===== config.mk =====
export PLATFORM = sky130hd
export DESIGN_NAME = postbox_link
export DESIGN_NICKNAME = d
export VERILOG_FILES = /design/src/rtl/postbox_link.sv
export SDC_FILE = /design/constraint.sdc
export NUM_CORES = 1
export LEC_CHECK = 0
export ABC_AREA = 1
export ABC_CLOCK_PERIOD_IN_PS = 2500
export BUFFER_PORTS_ARGS = -buffer_cell sky130_fd_sc_hd__buf_4
export CAP_MARGIN = 10
export CORE_UTILIZATION = 33
export DETAILED_ROUTE_END_ITERATION = 8
export GPL_TIMING_DRIVEN = 0
export PLACE_DENSITY = 0.52
export SLEW_MARGIN = 20
export SYNTH_ARGS = -nofsm -noshare
export SYNTH_HDL_FRONTEND = slang
export SYNTH_SLANG_ARGS = --single-unit

===== constraint.sdc =====
create_clock -name refclk -period 2.5 [get_ports refclk]
set_input_delay 0.375 -clock refclk [delete_from_list [all_inputs] [get_ports refclk]]
set_output_delay 0.375 -clock refclk [all_outputs]
set_load 0.02 [all_outputs]

===== src/rtl/postbox_link.sv =====
// -----------------------------------------------------------------------------
// postbox_link
//   POST-box link engine. It decodes the Archimedes TESTREQ pulse-train
//   protocol synchronously on refclk. Pulse groups are separated by a low gap
//   of GAP_CYC cycles:
//     1 pulse  = received bit '1'
//     2 pulses = received bit '0'
//     3 pulses = OUTPUT poll
//     4+       = INPUT poll, then data pulses
//   Bytes from the host are collected MSB first and pushed into an RX FIFO.
//   Bytes for the host are taken from a TX FIFO and presented MSB first on
//   TESTAK, one bit per pulse.
//
// Ports
//   refclk      system clock (at least 8x the TESTREQ pulse rate)
//   rst_n       asynchronous active-low reset
//   testreq     raw TESTREQ (LA23), asynchronous to refclk
//   testack     TESTAK = testreq & ack_q; never high without testreq
//   rx_data     head of the RX FIFO
//   rx_valid    RX FIFO not empty
//   rx_ready    pops the RX head when rx_valid & rx_ready
//   tx_data     byte to send to the host
//   tx_valid    TX push request
//   tx_ready    TX FIFO not full; a push happens when tx_valid & tx_ready
//   rx_overrun  sticky: a completed RX byte was dropped because the FIFO was full
//   tx_abort    sticky: an INPUT byte was cut short by a gap
//   link_busy   a pulse group is in progress
// -----------------------------------------------------------------------------

// Small FIFO. Storage is an array with a combinational head read. A push
// becomes visible on head only in the cycle after the push, so there is no
// bypass path. Pushes into a full FIFO and pops from an empty FIFO are ignored.
module postbox_fifo #(
    parameter int W     = 8,
    parameter int DEPTH = 4
) (
    input  logic         refclk,
    input  logic         rst_n,
    input  logic         push,
    input  logic [W-1:0] push_data,
    input  logic         pop,
    output logic [W-1:0] head,
    output logic         empty,
    output logic         full
);
    localparam int AW = $clog2(DEPTH);
    localparam logic [AW:0] FULL_CNT = (AW+1)'(DEPTH);

    logic [W-1:0]  mem [DEPTH];
    logic [AW-1:0] wr_ptr_reg;
    logic [AW-1:0] rd_ptr_reg;
    logic [AW:0]   count_reg;
    logic          push_ok;
    logic          pop_ok;

    assign empty   = (count_reg == '0);
    assign full    = (count_reg == FULL_CNT);
    assign push_ok = push & ~full;
    assign pop_ok  = pop & ~empty;
    assign head    = mem[rd_ptr_reg];

    always_ff @(posedge refclk) begin
        if (push_ok) begin
            mem[wr_ptr_reg] <= push_data;
        end
    end

    // The depth is a power of two, so the pointers wrap naturally.
    always_ff @(posedge refclk or negedge rst_n) begin
        if (!rst_n) begin
            wr_ptr_reg <= '0;
            rd_ptr_reg <= '0;
            count_reg  <= '0;
        end else begin
            if (push_ok) wr_ptr_reg <= wr_ptr_reg + 1'b1;
            if (pop_ok)  rd_ptr_reg <= rd_ptr_reg + 1'b1;
            case ({push_ok, pop_ok})
                2'b10:   count_reg <= count_reg + 1'b1;
                2'b01:   count_reg <= count_reg - 1'b1;
                default: count_reg <= count_reg;
            endcase
        end
    end
endmodule

module postbox_link #(
    parameter int DATA_W   = 8,
    parameter int RX_DEPTH = 4,
    parameter int TX_DEPTH = 4,
    parameter int GAP_CYC  = 240
) (
    input  logic              refclk,
    input  logic              rst_n,
    input  logic              testreq,
    output logic              testack,
    output logic [DATA_W-1:0] rx_data,
    output logic              rx_valid,
    input  logic              rx_ready,
    input  logic [DATA_W-1:0] tx_data,
    input  logic              tx_valid,
    output logic              tx_ready,
    output logic              rx_overrun,
    output logic              tx_abort,
    output logic              link_busy
);
    localparam int GW = $clog2(GAP_CYC + 1);
    localparam int BW = $clog2(DATA_W);
    localparam logic [GW-1:0] GAP_MAX  = GW'(GAP_CYC);
    localparam logic [BW-1:0] LAST_BIT = BW'(DATA_W - 1);

    typedef enum logic [2:0] {
        ST_IDLE,
        ST_P1,
        ST_P2,
        ST_P3,
        ST_IPOLL,
        ST_ISEND
    } state_t;

    state_t            state_reg;
    logic              req_meta_reg;
    logic              req_sync_reg;
    logic              req_prev_reg;
    logic [GW-1:0]     gap_cnt_reg;
    logic              ack_q_reg;
    logic [BW-1:0]     bit_i_reg;
    logic [DATA_W-1:0] tx_sh_reg;
    logic [DATA_W-1:0] rx_sh_reg;
    logic [BW-1:0]     rx_cnt_reg;
    logic              rx_overrun_reg;
    logic              tx_abort_reg;

    logic              rise;
    logic              expire;
    logic              rx_bit;
    logic              rx_last;
    logic              rx_push;
    logic [DATA_W-1:0] rx_word;
    logic              rx_empty;
    logic              rx_full;
    logic              tx_pop;
    logic [DATA_W-1:0] tx_head;
    logic              tx_empty;
    logic              tx_full;
    logic [BW-1:0]     bit_dec;

    // Two-flop synchroniser plus edge detector. Everything downstream reacts
    // only to the rising edge of the synchronised request.
    always_ff @(posedge refclk or negedge rst_n) begin
        if (!rst_n) begin
            req_meta_reg <= 1'b0;
            req_sync_reg <= 1'b0;
            req_prev_reg <= 1'b0;
        end else begin
            req_meta_reg <= testreq;
            req_sync_reg <= req_meta_reg;
            req_prev_reg <= req_sync_reg;
        end
    end

    assign rise = req_sync_reg & ~req_prev_reg;

    // Gap timer. It saturates at GAP_CYC, so expire fires exactly once per
    // low period. It cannot coincide with rise, because rise needs the
    // request high and expire needs it low.
    always_ff @(posedge refclk or negedge rst_n) begin
        if (!rst_n) begin
            gap_cnt_reg <= '0;
        end else if (req_sync_reg) begin
            gap_cnt_reg <= '0;
        end else if (gap_cnt_reg != GAP_MAX) begin
            gap_cnt_reg <= gap_cnt_reg + 1'b1;
        end
    end

    assign expire = ~req_sync_reg & (gap_cnt_reg == GAP_MAX - 1'b1);

    // A 1-pulse group ends in P1 and a 2-pulse group ends in P2.
    assign rx_bit  = (state_reg == ST_P1);
    assign rx_last = (rx_cnt_reg == LAST_BIT);
    assign rx_word = {rx_sh_reg[DATA_W-2:0], rx_bit};
    assign rx_push = expire & ((state_reg == ST_P1) | (state_reg == ST_P2)) & rx_last;

    // The TX head is taken only when the previous poll answered "data ready".
    assign tx_pop  = rise & (state_reg == ST_IPOLL) & ack_q_reg & ~tx_empty;
    assign bit_dec = bit_i_reg - 1'b1;

    always_ff @(posedge refclk or negedge rst_n) begin
        if (!rst_n) begin
            state_reg      <= ST_IDLE;
            ack_q_reg      <= 1'b0;
            bit_i_reg      <= '0;
            tx_sh_reg      <= '0;
            rx_sh_reg      <= '0;
            rx_cnt_reg     <= '0;
            rx_overrun_reg <= 1'b0;
            tx_abort_reg   <= 1'b0;
        end else if (expire) begin
            state_reg <= ST_IDLE;
            ack_q_reg <= 1'b0;
            case (state_reg)
                ST_P1, ST_P2: begin
                    rx_sh_reg  <= rx_word;
                    rx_cnt_reg <= rx_last ? '0 : rx_cnt_reg + 1'b1;
                    if (rx_last && rx_full) rx_overrun_reg <= 1'b1;
                end
                // A bare OUTPUT poll resynchronises the host's bit framing.
                ST_P3: rx_cnt_reg <= '0;
                // With bit_i at 0 the final bit has already been presented,
                // so the byte is complete. Any other position means lost bits.
                ST_ISEND: if (bit_i_reg != '0) tx_abort_reg <= 1'b1;
                default: ;
            endcase
        end else if (rise) begin
            case (state_reg)
                ST_IDLE: begin
                    state_reg <= ST_P1;
                    ack_q_reg <= 1'b1;
                end
                ST_P1: begin
                    state_reg <= ST_P2;
                    ack_q_reg <= 1'b1;
                end
                ST_P2: begin
                    state_reg <= ST_P3;
                    ack_q_reg <= ~rx_full;
                end
                ST_P3: begin
                    state_reg <= ST_IPOLL;
                    ack_q_reg <= ~tx_empty;
                end
                ST_IPOLL: begin
                    if (tx_pop) begin
                        tx_sh_reg <= tx_head;
                        ack_q_reg <= tx_head[DATA_W-1];
                        bit_i_reg <= LAST_BIT;
                        state_reg <= ST_ISEND;
                    end else begin
                        ack_q_reg <= ~tx_empty;
                    end
                end
                ST_ISEND: begin
                    if (bit_i_reg == '0) begin
                        ack_q_reg <= ~tx_empty;
                        state_reg <= ST_IPOLL;
                    end else begin
                        bit_i_reg <= bit_dec;
                        ack_q_reg <= tx_sh_reg[bit_dec];
                    end
                end
                default: begin
                    state_reg <= ST_IDLE;
                    ack_q_reg <= 1'b0;
                end
            endcase
        end
    end

    postbox_fifo #(.W(DATA_W), .DEPTH(RX_DEPTH)) u_rx_fifo (
        .refclk    (refclk),
        .rst_n     (rst_n),
        .push      (rx_push),
        .push_data (rx_word),
        .pop       (rx_ready),
        .head      (rx_data),
        .empty     (rx_empty),
        .full      (rx_full)
    );

    postbox_fifo #(.W(DATA_W), .DEPTH(TX_DEPTH)) u_tx_fifo (
        .refclk    (refclk),
        .rst_n     (rst_n),
        .push      (tx_valid),
        .push_data (tx_data),
        .pop       (tx_pop),
        .head      (tx_head),
        .empty     (tx_empty),
        .full      (tx_full)
    );

    assign testack    = testreq & ack_q_reg;
    assign rx_valid   = ~rx_empty;
    assign tx_ready   = ~tx_full;
    assign rx_overrun = rx_overrun_reg;
    assign tx_abort   = tx_abort_reg;
    assign link_busy  = (state_reg != ST_IDLE);
endmodule


# == Word level (Yosys, flattened, before mapping) ==
# Memory sizes are Yosys's and may differ from the RTL's.
# Cells that the tools add are included.
# classes
addsub,11
n_lt_le_gt_ge,1
n_eq_ne,18
muxes,25
bitwise_logic,20
n_reduce_logical,22
# ops
operator,count
case mux 3 bit (2 select lines),4
two-way mux 3 bit,7
case mux 3 bit (6 select lines),1
two-way mux 8 bit,2
== test 3 bit (second input constant),5
bitwise AND 1 bit,12
zero test 3 bit,4
nonzero test 2 bit,6
adder 3 x 1 -> 3 bit (second input constant),3
two-way mux 1 bit,9
AND reduction 3 bit,3
subtractor 3 x 1 -> 3 bit (second input constant),3
adder 2 x 1 -> 2 bit (second input constant),4
adder 8 x 1 -> 8 bit (second input constant),1
== test 8 bit (second input constant),1
!= test 8 bit (second input constant),1
NOT 1 bit,7
== test 3 x 2 -> 1 bit (second input constant),2
nonzero test 3 bit,2
case mux 1 bit (5 select lines),1
AND reduction 5 bit,1
== test 2 x 1 -> 1 bit (second input constant),2
== test 2 bit (second input constant),2
< comparator 3 x 4 -> 1 bit (second input constant),1
11 further kinds,13
# totals
regBits,52
mem_bits_rw,64
input_bits,13
n_memories,2
# mem_list
memory,words,word_bits,rd,rd_clocked_by_memory_dff,write_ports,line_no,source
u_rx_fifo.mem,4,8,1,0,1,49,logic [W-1:0] mem [DEPTH];
u_tx_fifo.mem,4,8,1,0,1,49,

# == Logic depth before layout (Yosys ltp) ==
# depth
depth_word,9
ltp_mapped,13

# == Modules after synthesis ==
# From an unflattened synthesis, not the netlist that was laid out.
# unflattened
hier_cells,539
area_unflattened_um2,5540.3
# modules_own_cells
mod,n_inst,cells_per_inst,area_each_um2,seq_area_each_um2
postbox_fifo,2,154,1751.7,1136.1
postbox_link,1,231,2037.0,950.9

# == Worst setup path after synthesis ==
# OpenSTA, ideal clock, no wires.
# synth_timing
path_kind,register to register
startpoint,register gap_cnt_reg[0]
endpoint,register u_rx_fifo.count_reg[2]
arrival_time_ns,2.080
required_ns,2.369
path_slack_ns,0.289
path_stages_with_launch,13
n_path_buf,0
period_less_slack_ns,2.211
path_cell_list,dfrtp_1 -> ha_1 -> nand3_1 -> clkinv_1 -> nand4_4 -> nor2_8 -> nand3b_4 -> ha_1 -> inv_1 -> fa_1 -> a21oi_1 -> o21ai_0 -> xor2_1
# synth_between
elab_chain_cells,7
# synth_lines
item,line_no,source
start: declaration,124,logic [GW-1:0] gap_cnt_reg;
start signal: assignment,172,gap_cnt_reg <= gap_cnt_reg + 1'b1;
== test 8 bit *,176,assign expire = ~req_sync_reg & (gap_cnt_reg == GAP_MAX - 1'b1);
bitwise AND 1 bit *,176,
bitwise AND 1 bit * (2 in series),182,assign rx_push = expire & ((state_reg == ST_P1) | (state_reg == ST_P2)) & rx_last;
bitwise AND 1 bit *,58,assign push_ok = push & ~full;
== test 2 x 1 -> 1 bit or == test 2 bit (tied branches),77,"case ({push_ok, pop_ok})"
case mux 3 bit (2 select lines) or nonzero test 2 bit (tied branches),n/a,
end signal: assignment,78,2'b10: count_reg <= count_reg + 1'b1;
end signal: assignment,79,2'b01: count_reg <= count_reg - 1'b1;
end signal: assignment,80,default: count_reg <= count_reg;
end: declaration,52,logic [AW:0] count_reg;
# Every way passes the cells marked *; elsewhere a longest branch is shown, timed or not.
# A chain may end at the register's enable or synchronous reset.

# == Worst setup path after layout ==
# layout_timing
startpoint,register state_reg[1]
endpoint,register u_tx_fifo.count_reg[2]
# layout_between
elab_chain_cells,7
# layout_lines
item,line_no,source
start: declaration,120,state_t state_reg;
start signal: assignment,190,state_reg <= ST_IDLE;
start signal: assignment,199,state_reg <= ST_IDLE;
start signal: assignment,217,state_reg <= ST_P1;
== test 3 bit *,185,assign tx_pop = rise & (state_reg == ST_IPOLL) & ack_q_reg & ~tx_empty;
bitwise AND 1 bit * (3 in series),185,
bitwise AND 1 bit *,59,assign pop_ok = pop & ~empty;
net u_tx_fifo.pop_ok,54,logic pop_ok;
== test 2 x 1 -> 1 bit or == test 2 bit (tied branches),77,
case mux 3 bit (2 select lines) or nonzero test 2 bit (tied branches),n/a,
end signal: assignment,78,
end signal: assignment,79,
end signal: assignment,80,
end: declaration,52,
# Mark *: on every way through the listed nets, which the timed path passes. The rest lies on a longest branch.

==> run_results.csv <==
group,metric,value,unit
outcome,status,"finished clean",
detailed_routing,ant_nets,0,
placement,place_congestion,0.750,
clock_tree,cts_tree,"done",
setup_path,worstSetupStartpointType,"register",
detailed_routing,post_drt_wl_per_cell,13.4,µm
timing,setup_viol,0,
synthesis,ys_top_cells_by_area,"edfxtp_1, dfrtp_1, o21ai_0",
final_layout,top_regs,"u_rx_fifo.mem (32), u_tx_fifo.mem (32)",
timing,worstMarginPinSlew,0.891,ns
synthesis,synth-compound-area-share,0.101,
final_layout,nFillCells,1433,
synthesis,synthXorXnorAreaFrac,0.0190,
final_layout,num-nets-final,548,
power,leakage,0.00255,µW
synthesis,synth_seq_cells,116,
final_layout,final_common_cell,"edfxtp_1",
power,seqPwrFrac,0.383,
synthesis,ys_warn_count,0,
worst_hold_path,hp-class,"in -> async",
setup_path,cp-end-kind,"register",
timing,clock_skew,0.00861,ns
power,clkPwrFrac,0.342,
setup_path,r2r_cells,12,
power,power.density,1070,mW/mm²
clock_tree,clk_pin_slew,0.06,ns
setup_path,path_max_fanout,10,
placement,dp_hpwl,6.30,mm
synthesis,synthArstFlopShare,0.448,
detailed_routing,drtPass1Iterations,4,
floorplan,fp.dieW,126,µm
power,switching_power,2250,µW
synthesis,synth_fa_ha_area_frac,0.0473,
timing,rsz0062_at_grt,"yes",
synthesis,yosys.area_share.simple,0.145,
synthesis,synthMuxAreaShare,0,
floorplan,fp.dieH,126,µm
floorplan,start_util,0.344,
final_layout,post-route-util,0.415,
clock_tree,cts_made_buffers,17,
floorplan,rows,44,
global_routing,grt_pass1_vias,3384,
placement,place_area,0.00550,mm²
global_routing,grtUsageTotal,0.133,
synthesis,synth_area,0.00508,mm²
timing,period_needed,2.35,ns
detailed_routing,viasPerCell,4.65,
timing,fin_crit_sh,0.939,
power,comb_power_share,0.275,
setup_path,r2r_start,"state_reg[1]$_DFFE_PN0P_",
placement,dp_slack,0.0299,ns
power,internal-power,4320,µW
clock_tree,htree_num_levels,4,
floorplan,die-area,0.0159,mm²
setup_path,rr_endpoint,"u_tx_fifo.count_reg[2]$_DFFE_PN0P_",
final_layout,layout_common_cells,"edfxtp_1, nand2_1, nor2_1",
global_routing,grt_overflow,0,
clock_tree,cts_sinks,116,
detailed_routing,drtIter0Drc,139,
synthesis,synth_ff_type,"edfxtp_1",
power,ir_worst_vdd,0.000631,V
timing,hold_violations,0,
floorplan,ios,27,
floorplan,core,0.0148,mm²
final_layout,final_design_area_no_fill,0.00612,mm²
clock_tree,clockBufferDepth,2,
setup_path,crit_arrival,2.63,ns
synthesis,synthCells,468,
setup_path,crit_type,"reg -> reg",
detailed_routing,wl,9.56,mm
global_routing,antenna_found_initial,0,
timing,slew_headroom,0.404,
synthesis,yosys.area.top_type_share,0.378,
detailed_routing,vias,3317,
timing,hold_slack,0.00793,ns
clock_tree,cts-root-buf,"clkbuf_16",
synthesis,yosysTopAreaCell,"edfxtp_1",
clock_tree,clock_latency,0.41,ns
synthesis,syn_avg_cell_area,10.9,µm²
final_layout,diodes,0,
synthesis,synth_top_family_by_area,"simple AND/OR/NAND/NOR gates",
timing,fin_ws,0.154,ns
flow_run,cap_violations,0,
synthesis,yosysUniqueCellTypes,37,
synthesis,synth_fp_nets,499,
clock_tree,cts_hold_buf,0,
final_layout,drive_gt1_frac,0.189,
setup_path,ff2ff_setup_slack,0.15,ns
synthesis,yosysSeqAreaShare,0.635,
timing,fmax,426,MHz
placement,numPortBuffers,26,
synthesis,synth_edf_count,64,
setup_path,required,2.79,ns
power,p_sw_frac,0.342,
timing,finalMaxSlewViolations,0,
detailed_routing,drcViolationCount,0,
global_routing,grt_pass1_wl,16.1,mm
global_routing,grt_max_degree,53,
final_layout,syn2layout_area_growth,20.6,%
## cells in the mapped netlist (2+ instances only)
library cell,n
nor3_1,2
o21ai_0,48
a21oi_1,16
nor2_1,61
xnor2_1,3
edfxtp_1,64
nand3_1,21
buf_2,2
ha_1,16
o31ai_1,2
inv_1,53
xor2_1,8
o21ai_1,3
nand2_2,4
inv_2,6
a211oi_1,2
dfrtp_1,52
o22ai_1,17
clkbuf_1,6
nand2_1,61
nor2_2,4
fa_1,2
## critical path, cell delays in order (launching register included)
cell and delay, ns:
dfrtp_2 0.46, nor2_4 0.15, nand2_2 0.09, nor2_4 0.14, nand2_4 0.09, clkinv_2 0.10, buf_4 0.17, ha_1 0.15
inv_1 0.07, fa_1 0.39, a21oi_1 0.14, o21ai_0 0.12, xor2_1 0.16
## power groups by stage
stage                     Combinational, µW  Clock, µW  Sequential, µW
after global routing                   2040       2400            2550
final                                  1810       2250            2510
after detailed placement               1830          0            2520
after floorplan                        1260          0            2480
after CTS                              1840       2300            2490
after global placement                 1780          0            2510
## cell type report
cell class,count,area [µm²],share of cell area
Buffer,8,38.8,0.00633
Clock inverter,15,133,0.0217
Multi-Input combinational cell,282,1610,0.263
Inverter,61,230,0.0376
Clock buffer,17,425,0.0695
Tap cell,184,230,0.0376
Sequential cell,116,3230,0.527
Timing Repair Buffer,31,233,0.0380
## worst max-delay path by stage
stage	from	endpoint	slack, ns
global route	state_reg[1]$_DFFE_PN0P_	u_tx_fifo.count_reg[2]$_DFFE_PN0P_	-0.04
floorplan	gap_cnt_reg[0]$_DFFE_PN0P_	u_rx_fifo.count_reg[2]$_DFFE_PN0P_	0.29
global placement	req_sync_reg$_DFF_PN0_	u_tx_fifo.count_reg[2]$_DFFE_PN0P_	0.1
finish	state_reg[1]$_DFFE_PN0P_	u_tx_fifo.count_reg[2]$_DFFE_PN0P_	0.15
detailed placement	req_sync_reg$_DFF_PN0_	u_tx_fifo.count_reg[2]$_DFFE_PN0P_	0.03
CTS	req_sync_reg$_DFF_PN0_	u_tx_fifo.count_reg[2]$_DFFE_PN0P_	0.01
## per-layer routing
metal,share of wire,wire [µm],up-vias,track usage
met5,0,0,-,0
met4,0.015,140,0,0.0645
met3,0.034,325,11,0.0455
met2,0.50,4800,46,0.228
met1,0.45,4300,1580,0.149
li1,-,-,1680,-
## logic make-up (layout without fill, tap and decap cells)
logic type,Yosys count,count (layout)
and+or+nand+nor,161,161
DFF,116,116
AOI/OAI and AO/OA,92,92
buffers and inverters,70,132
adders and majority gates,18,18
xor gates and xnor gates,11,11
## metrics by stage
step | total power (µW) | setup TNS (ns) | cells
finish | 6570 | 0 | 714
global route | 6980 | -0.0436 | 714
CTS | 6630 | 0 | 710
detailed placement | 4350 | 0 | 678
global placement | 4300 | 0 | 678
floorplan | 3740 | 0 | 468
## what timing repair did
item	CTS	global route
resized for setup	1	14
endpoints found under the setup margin	8	41
buffers inserted	0	5
No activity file was read; power rests on OpenSTA's default activity.
